===== config.mk =====
export PLATFORM = sky130hd
export DESIGN_NAME = serial_byte_assembler
export DESIGN_NICKNAME = d
export VERILOG_FILES = /design/src/rtl/serial_byte_assembler.sv
export SDC_FILE = /design/constraint.sdc
export NUM_CORES = 1
export LEC_CHECK = 0
export ABC_AREA = 1
export CAP_MARGIN = 20
export CORE_MARGIN = 2
export CORE_UTILIZATION = 30
export DETAILED_ROUTE_END_ITERATION = 12
export PLACE_DENSITY_LB_ADDON = 0.08
export SYNTH_ARGS = -nofsm -noshare
export SYNTH_HDL_FRONTEND = slang
export SYNTH_SLANG_ARGS = --single-unit

===== constraint.sdc =====
create_clock -name clk -period 1.3 [get_ports clk]
set_input_delay 0.26 -clock clk [delete_from_list [all_inputs] [get_ports clk]]
set_output_delay 0.26 -clock clk [all_outputs]
set_load 0.02 [all_outputs]

===== src/rtl/serial_byte_assembler.sv =====
// serial_byte_assembler: serial-to-parallel word assembler with one-word output slot; optional ALL_ONES_EN adds all_ones
module serial_byte_assembler #(
   parameter int WIDTH     = 8,
   parameter bit MSB_FIRST = 1
) (
   input  logic             clk,
   input  logic             reset,
   input  logic             sin,
   input  logic             sin_valid,
   output logic [WIDTH-1:0] out_data,
   output logic             out_valid,
   input  logic             out_ready,
   input  logic             ovr_clr,
`ifdef ALL_ONES_EN
   output logic             all_ones,
`endif
   output logic             overrun
);
   localparam int CW = $clog2(WIDTH);
   typedef enum logic {EMPTY, FULL} slot_t;
   slot_t            state, state_n;
   logic [WIDTH-1:0] sreg, word;
   logic [CW-1:0]    cnt;
   logic             done, load, drop;
   // next shift value, completion and slot transitions
   always_comb begin
      word    = MSB_FIRST ? {sreg[WIDTH-2:0], sin} : {sin, sreg[WIDTH-1:1]};
      done    = sin_valid && cnt == CW'(WIDTH-1);
      load    = done && (state == EMPTY || out_ready);
      drop    = done && state == FULL && !out_ready;
      state_n = load ? FULL : (state == FULL && out_ready) ? EMPTY : state;
   end
   // shift register, bit counter, output slot and sticky overrun
   always_ff @(posedge clk) begin
      if (reset) begin
         sreg     <= '0;
         cnt      <= '0;
         state    <= EMPTY;
         out_data <= '0;
         overrun  <= 1'b0;
      end else begin
         if (sin_valid) sreg <= word;
         if (sin_valid) cnt <= done ? '0 : cnt + CW'(1);
         state    <= state_n;
         if (load) out_data <= word;
         overrun  <= drop ? 1'b1 : ovr_clr ? 1'b0 : overrun;
      end
   end
`ifdef ALL_ONES_EN
   // registered AND of each word, loaded alongside out_data
   always_ff @(posedge clk) begin
      if (reset) all_ones <= 1'b0;
      else if (load) all_ones <= &word;
   end
`endif
   assign out_valid = state == FULL;
endmodule

Word level (Yosys, flattened, before mapping)
Index checks and enable logic that the tools add are counted.

Equal/unequal tests: 1. Bitwise gates (word level): 1. Muxes and demuxes: 5. Add/subtract/negate cells: 1. Reductions and logical operators: 9.

Operators with widths (count): 1-bit logical AND (5); 1-bit 2-to-1 mux (4); 2-bit nonzero test (2); 3-bit by 1-bit adder with 3-bit output (second input constant) (1); 3-bit equality test (second input constant) (1); 3-bit 2-to-1 mux (1); 1-bit zero test (1); 1-bit logical OR (1); 1-bit NOT (1).

Logic and storage cells: 22. Flip-flop bits (word level): 20. Input bits: 6. Output and inout bits: 10.

Longest topological paths before layout
Gate-level depths: netlist of run 1.

Depth after elaboration: 5. Depth in mapped cells: 8. Mapped depth without buffers: 7.

Worst setup path before layout of run 1
Ideal clock, no wire load.

Path type: register to register. Start point: register cnt[0]. End point: register out_data[1]. Period minus slack after synthesis: 1258 ps. Path buffers: 1. Cell stages (with the launch flop): 8. Arrival: 1145 ps. Required time: 1187 ps. Setup slack: 42 ps. Library setup time: 113 ps. Path through: dfxtp_1 -> ha_1 -> ha_1 -> nand2_4 -> inv_6 -> buf_12 -> a21oi_2 -> nor2_2.

Word-level cells in the longest chain between the ends: 3.

RTL lines: start: declaration (RTL line 23) `logic [CW-1:0] cnt;`; start signal: assignment (RTL line 43) `if (sin_valid) cnt <= done ? '0 : cnt + CW'(1);`; 3-bit equality test (RTL line 28) `done = sin_valid && cnt == CW'(WIDTH-1);`; 1-bit logical AND (RTL line 28); 1-bit logical AND (RTL line 29) `load = done && (state == EMPTY || out_ready);`; end signal: assignment (RTL line 45) `if (load) out_data <= word;`; end: declaration (RTL line 10) `output logic [WIDTH-1:0] out_data,`.

Every way passes these cells. A chain may end at the register's enable or synchronous reset.

Worst setup path after layout of run 1
Start point: register overrun. End point: output overrun.

RTL lines: start: declaration (RTL line 17) `output logic overrun`; start signal: assignment (RTL line 46) `overrun <= drop ? 1'b1 : ovr_clr ? 1'b0 : overrun;`.

No word-level cell between the ends.

==> metrics.md, run 1 <==
| Metric | Value |
|---|---|
| Sequential area share after synthesis | 0.4611 |
| CP cell instances | dlygate4sd2_1 |
| Outcome | completed |
| Share of the synthesized area in the top cell type | 0.4611 |
| Synth Cell Area | 868.3 um2 |
| Post-synth top cells | 20 x dfxtp_1, 11 x a21oi_1, 11 x inv_1, 11 x nand2_1, 10 x nor2_1 |
| Required time worst endpoint | 1.04 ns |
| DRT antenna net count | 0 |
| Synth warn | 0 |
| EDFF count, synth | 0 |
| First-pass GRT wire length | 2.760 mm |
| Clock Path Buffers | 2 |
| Die area | 3341 um2 |
| GR Util All Layers | 0.1088 |
| FF+latch count, synth | 20 |
| CTS tree | done |
| Post-Syn Nets | 109 |
| Initial antenna violation count | 0 |
| Pwr per Cell Area | 944.4 nW/um2 |
| Library cells used by synthesis | 20 |
| Final setup viols | 0 |
| Syn Area/Cell | 8.597 um2 |
| Final Hold Viols | 0 |
| Setup_tns | 0 ns |
| CTS clk-pin slew, worst paths | 0.11 ns |
| Die width | 57.80 um |
| Startpoint class of the critical path | flip-flop |
| Fmax | 804.5 MHz |
| Crit path arrival time | 0.98 ns |
| Diode count | 0 |
| Post-Place Cells | 150 |
| Utilization after layout | 0.4247 |
| Final min period | 1.243 ns |
| Synth Instances | 101 |
| Main synth FF type | dfxtp_1 |
| Average vias per placed instance | 4.474 |
| H-tree depth | 1 |
| Root buf cell | clkbuf_4 |
| Cts bufs inserted | 3 |
| FFs w/ async S/R, synth | 0 |
| CP top delay family | flip-flops |
| Slew headroom | 0.8073 |
| Number of global-route vias before repair | 656 |
| Starting Density | 0.3149 |
| Post-placement cell area | 1085 um2 |
| Leak | 0.4825 nW |
| CTS sink cnt | 20 |
| GP Congestion | 0.6645 |
| Hold Worst Slack | 0.4787 ns |
| DRT Wirelength | 1.646 mm |
| Final Max Tran Viols | 0 |
| DRC viols | 0 |
| Post-route cell area | 1171 um2 |
| Synthesis-to-finish area growth | 34.87% |
| Filler cells | 305 |
| IO Count | 16 |
| Via count | 698 |
| Worst Hold Class | flip-flop to flip-flop |
| GRT overflow | 0 |
| Largest net degree at the start of global routing | 18 |
| Setup CP Type | flip-flop to output pin |
| Worst path slowest cell | dfxtp_1 |
| Reg-to-reg slack, setup | 0.13 ns |
| Period utilization | 0.9562 |
| Pre-CTS setup slack | -0.07393 ns |
| Fin cells | 156 |
| Max incr delay on CP | 0.35 ns |
| Overall power | 1.106 mW |
| WL/cell | 10.55 um |
| Layout cell share with drive strength beyond 1 | 0.2640 |
| Core Region | 2758 um2 |
| Endpoint type of the worst setup path | output pin |
| PortBufs | 15 |
| Slew at the pin with the worst max-slew slack | 0.2881 ns |
| Worst setup margin | 0.05697 ns |
| Worst path bufs/invs | 1 |
| Crit Path Max Fanout | 2 |
| Layout Skew | 0.002729 ns |
| Largest area contributor in the netlist | dfxtp_1 |
| Die height | 57.80 um |
| Most frequent cell after synthesis | dfxtp_1 |
| Fin nets | 134 |
| Detailed Routing Iterations Pass 1 | 4 |
| Clock Latency Late Sink | 0.30 ns |
| Max_cap viols | 0 |
| Dpl hpwl | 1.112 mm |
| Rows | 19 |
| Iter 0 DRT Violations | 15 |
| VDD IR max | 0.7947 mV |
| Synth top area cells | dfxtp_1 46%, a21oi_2 8.1%, a21oi_1 6.3%, inv_1 4.8%, nand2_1 4.8% |
-- report_power, final --
part | internal, mW | leakage, nW | switching, mW
Combinational | 0.0528 | 0.298 | 0.0535
Sequential | 0.633 | 0.163 | 0.00965
Clock | 0.171 | 0.0210 | 0.186
Total | 0.857 | 0.482 | 0.249
-- what timing repair did --
action                                  CTS  global route
pin swaps                                 0             1
hold buffers                              0             0
setup buffers                             0             1
endpoints found under the setup margin   10            19
cloned                                    0             1
gates resized for setup                  10            17
-- state kept, by name, indices dropped and copies added (netlist names) --
signal / count
out_data: 8
out_valid: 1
cnt: 3
overrun: 1
sreg: 7
-- cells by family (layout without fill, tap and decap cells) --
group | after synthesis | count (layout) | share of synthesized area
compound gates | 28 | 28 | 0.1989
fa+ha+maj | 2 | 2 | 0.02881
buf+inv | 18 | 42 | 0.1282
flops | 20 | 20 | 0.4611
simple gates | 33 | 33 | 0.1830
-- cell type report --
class | instances | area [um2] | share of cell area
sequential | 20 | 401.6 | 0.3429
multi-input combinational | 63 | 382.9 | 0.3269
inverter | 13 | 61.31 | 0.05235
timing repair buffer | 24 | 241.5 | 0.2062
clock buffer | 4 | 36.28 | 0.03098
tap | 31 | 38.79 | 0.03312
timing repair inverter | 1 | 8.758 | 0.007479
-- path summary, 6_finish.rpt --
kind,startpoint,end,cells after the start
max,overrun,overrun,1
min,sreg[2],sreg[3],2
max reg2reg,cnt[0],cnt[2],6
min reg2reg,sreg[2],sreg[3],2
-- cell usage in the layout, fill, tap and decap left out, types with 3 or more instances in the layout --
| cell | instances |
|---|---|
| nand3_1 | 6 |
| nand2_1 | 11 |
| clkdlybuf4s15_1 | 9 |
| nor2_1 | 9 |
| a21oi_1 | 11 |
| a21oi_2 | 8 |
| clkdlybuf4s50_1 | 5 |
| o21ai_0 | 8 |
| buf_4 | 7 |
| clkbuf_4 | 3 |
| dfxtp_1 | 19 |
| inv_1 | 11 |
-- per-layer routing --
layer / GRT usage / wire length, um / vias to the layer above
met5: 0 / 0 / -
met4: 0.02990 / 18 / 0
met3: 0.04688 / 86 / 2
met2: 0.1721 / 764 / 13
met1: 0.1355 / 777 / 307
li1: - / - / 376
Power figures use the tool's default switching activity.
==> inputs of run 2 (changes only) <==
ABC_AREA = 0   (was 1)
CTS_CLUSTER_DIAMETER = 200   (was default)
==> metrics.md, run 2 <==
| Metric | Value |
|---|---|
| DRT Wirelength | 1.485 mm (-9.8%) |
| CTS sink cnt | 20 (unchanged) |
| Root buf cell | clkbuf_4 |
| Synth top area cells | dfxtp_1 46%, mux2i_1 20%, nand2b_1 12%, buf_6 5.2%, nor2_1 5.2% |
| Share of the synthesized area in the top cell type | 0.4611 (unchanged) |
| GRT overflow | 0 (unchanged) |
| Startpoint class of the critical path | flip-flop |
| Power Internal | 0.9849 mW (+15%) |
| Number of global-route vias before repair | 634 (-3.4%) |
| Synthesis-to-finish area growth | 29.97% |
| FF+latch count, synth | 20 (unchanged) |
| Synth warn | 0 (unchanged) |
| Period utilization | 0.9536 (-0.002604) |
| Endpoint type of the worst setup path | output pin |
| GP Congestion | 0.5918 (-11%) |
| Rows | 19 (unchanged) |
| Detailed Routing Iterations Pass 1 | 2 (-2) |
| Via count | 587 (-16%) |
| H-tree depth | 1 (unchanged) |
| Clock Latency Late Sink | 0.30 ns (about the same) |
| Filler cells | 281 (-7.9%) |
| Fmax | 806.7 MHz (+0.27%) |
| EDFF count, synth | 0 (unchanged) |
| Overall power | 1.227 mW (+11%) |
| Max reg flops | 8 (unchanged) |
| Diode count | 0 (unchanged) |
| Post-route cell area | 1129 um2 (-3.6%) |
| Switching Power | 0.2425 mW (-2.6%) |
| PortBufs | 15 (unchanged) |
| Final setup viols | 0 (unchanged) |
| Regs by FF count | out_data: 8 flops, sreg: 7 flops, cnt: 3 flops |
| Core Region | 2758 um2 (unchanged) |
| Pwr per Cell Area | 1088 nW/um2 (+15%) |
| WL/cell | 11.42 um (+8.3%) |
| # Post-CTS Setup Buffers | 0 (unchanged) |
| VDD IR max | 0.5592 mV (-30%) |
| Slew headroom | 0.8607 (+0.05343) |
| Die height | 57.80 um (unchanged) |
| DRT antenna net count | 0 (unchanged) |
| GR Util All Layers | 0.1050 (-0.003817) |
| Library cells used by synthesis | 15 (-25%) |
| Worst path bufs/invs | 1 (unchanged) |
| CP top delay family | flip-flops |
| Starting Density | 0.3149 (unchanged) |
| Largest area contributor in the netlist | dfxtp_1 |
| Most frequent cell after synthesis | dfxtp_1 |
| Max_cap viols | 0 (unchanged) |
| DRC viols | 0 (unchanged) |
| First-pass GRT wire length | 2.622 mm (-5.0%) |
| Clock Power Share | 0.416 (+0.094) |
| Sequential power share | 0.515 (-0.066) |
| Initial antenna violation count | 0 (unchanged) |
| Final min period | 1.240 ns (-0.003385 ns) |
| Crit Path Max Fanout | 2 (unchanged) |
| Sequential area share after synthesis | 0.4611 (unchanged) |
| Final Hold Viols | 0 (unchanged) |
| Fin nets | 108 (-19%) |
| Biggest register | out_data |
| Crit path arrival time | 0.98 ns (about the same) |
| Synth Instances | 81 (-20%) |
| Main synth FF type | dfxtp_1 |
| Largest net degree at the start of global routing | 29 (+11) |
| Post-Syn Nets | 89 (-18%) |
| Outcome | completed |
| Worst setup margin | 0.06036 ns (+0.003385 ns) |
| Die width | 57.80 um (unchanged) |
| Most common cell after layout, fill and taps aside | dfxtp_1 |
| Worst Hold Class | flip-flop to flip-flop |
| CTS tree | done |
| Final Max Tran Viols | 0 (unchanged) |
| Required time worst endpoint | 1.04 ns (about the same) |
| CP cell instances | dlygate4sd2_1 |
| Leak | 0.4407 nW (-8.7%) |
| Iter 0 DRT Violations | 7 (-8) |
| IO Count | 16 (unchanged) |
| Synth Cell Area | 868.3 um2 (unchanged) |
| Max incr delay on CP | 0.35 ns (about the same) |
| Layout cell share with drive strength beyond 1 | 0.1616 (-0.1024) |
| Die area | 3341 um2 (unchanged) |
| Worst path slowest cell | dfxtp_1 |
| Layout Skew | 0.01041 ns (+0.007684 ns) |
| Commonest cells after routing, fill and taps aside | 18 x dfxtp_1, 17 x mux2i_1, 16 x nand2b_1 |
| CTS clk-pin slew, worst paths | 0.13 ns (+0.02 ns) |
| FFs w/ async S/R, synth | 0 (unchanged) |
| Pre-CTS setup slack | -0.1269 ns (-0.05292 ns) |
| Clock Path Buffers | 2 (unchanged) |
| Post-placement cell area | 1047 um2 (-3.5%) |
| Dpl hpwl | 992.9 um (-11%) |
| Syn Area/Cell | 10.72 um2 (+25%) |
| Sw Share | 0.1976 (-0.02745) |
| Setup CP Type | flip-flop to output pin |
| Cts bufs inserted | 3 (unchanged) |
| Slew at the pin with the worst max-slew slack | 0.2097 ns (-0.07843 ns) |
| Average vias per placed instance | 4.515 (+0.92%) |
| Combinational share of power | 0.068 (-0.028) |
| Post-synth top cells | 20 x dfxtp_1, 17 x mux2i_1, 16 x nand2b_1 |
## run 2: tightest hold or removal path, delay by kind of cell, from the launching register on
family        cells  cell delay [ns]
mux               1             0.05
flops             1             0.33
simple gates      1             0.06
## run 2: metal layers
| layer | up-vias | global-route usage | share of wire |
|---|---|---|---|
| met5 | - | 0 | 0 |
| met2 | 10 | 0.1802 | 0.46 |
| met4 | 0 | 0.05980 | 0.0088 |
| met1 | 276 | 0.1200 | 0.49 |
| li1 | 299 | - | - |
| met3 | 2 | 0.02232 | 0.044 |
## run 2: cell families (layout without fill, tap and decap cells)
group	after synthesis	count (layout)	synth area share
buf+inv	6	24	0.06484
mux	17	17	0.1960
simple gates	33	33	0.2277
flops	20	20	0.4611
fa+ha+maj	2	2	0.02881
compound gates	3	3	0.02162
## run 2: what timing repair did
item | CTS | global route
hold buffers | 0 | 0
pin swaps | 0 | 1
setup endpoints to repair | 10 | 16
resized for setup | 10 | 14
## run 2: power by group through the flow
stage,combinational [mW],clock [mW],sequential (mW)
6_report,0.0838,0.511,0.633
4_1_cts,0.0818,0.533,0.629
3_3_place_gp,0.0799,0,0.642
2_1_floorplan,0.0599,0,0.641
5_1_grt,0.0949,0.559,0.634
3_5_place_dp,0.0814,0,0.643
## run 2: worst paths after layout
kind,startpoint,to,slack (ns),cells past startpoint
setup / recovery,out_data[4],out_data[4],0.06,1
hold / removal,out_data[6],out_data[6],0.47,2
setup reg to reg,cnt[0],out_data[7],0.10,5
hold reg to reg,out_data[6],out_data[6],0.47,2
## run 2: stage by stage
| step | hold slack, ns | util | setup TNS (ns) | instances |
|---|---|---|---|---|
| final | 0.4749 | 0.4093 | 0 | 130 |
| after global routing | 0.5014 | 0.4093 | -0.0004314 | 130 |
| after CTS | 0.4816 | 0.3943 | 0 | 130 |
| after detailed placement | 0.4617 | 0.3798 | -1.520 | 126 |
| after global placement | 0.4594 | 0.3798 | -1.204 | 126 |
| after floorplan | 0.4072 | - | 0 | 81 |
## run 2: layout make-up
class / count / area (um2) / share of cell area
Clock buffer: 3 / 22.52 / 0.01996
Clock inverter: 1 / 30.03 / 0.02661
Inverter: 1 / 3.754 / 0.003326
Multi-Input combinational cell: 55 / 441.7 / 0.3914
Sequential cell: 20 / 402.9 / 0.3570
Tap cell: 31 / 38.79 / 0.03437
Timing Repair Buffer: 19 / 188.9 / 0.1674
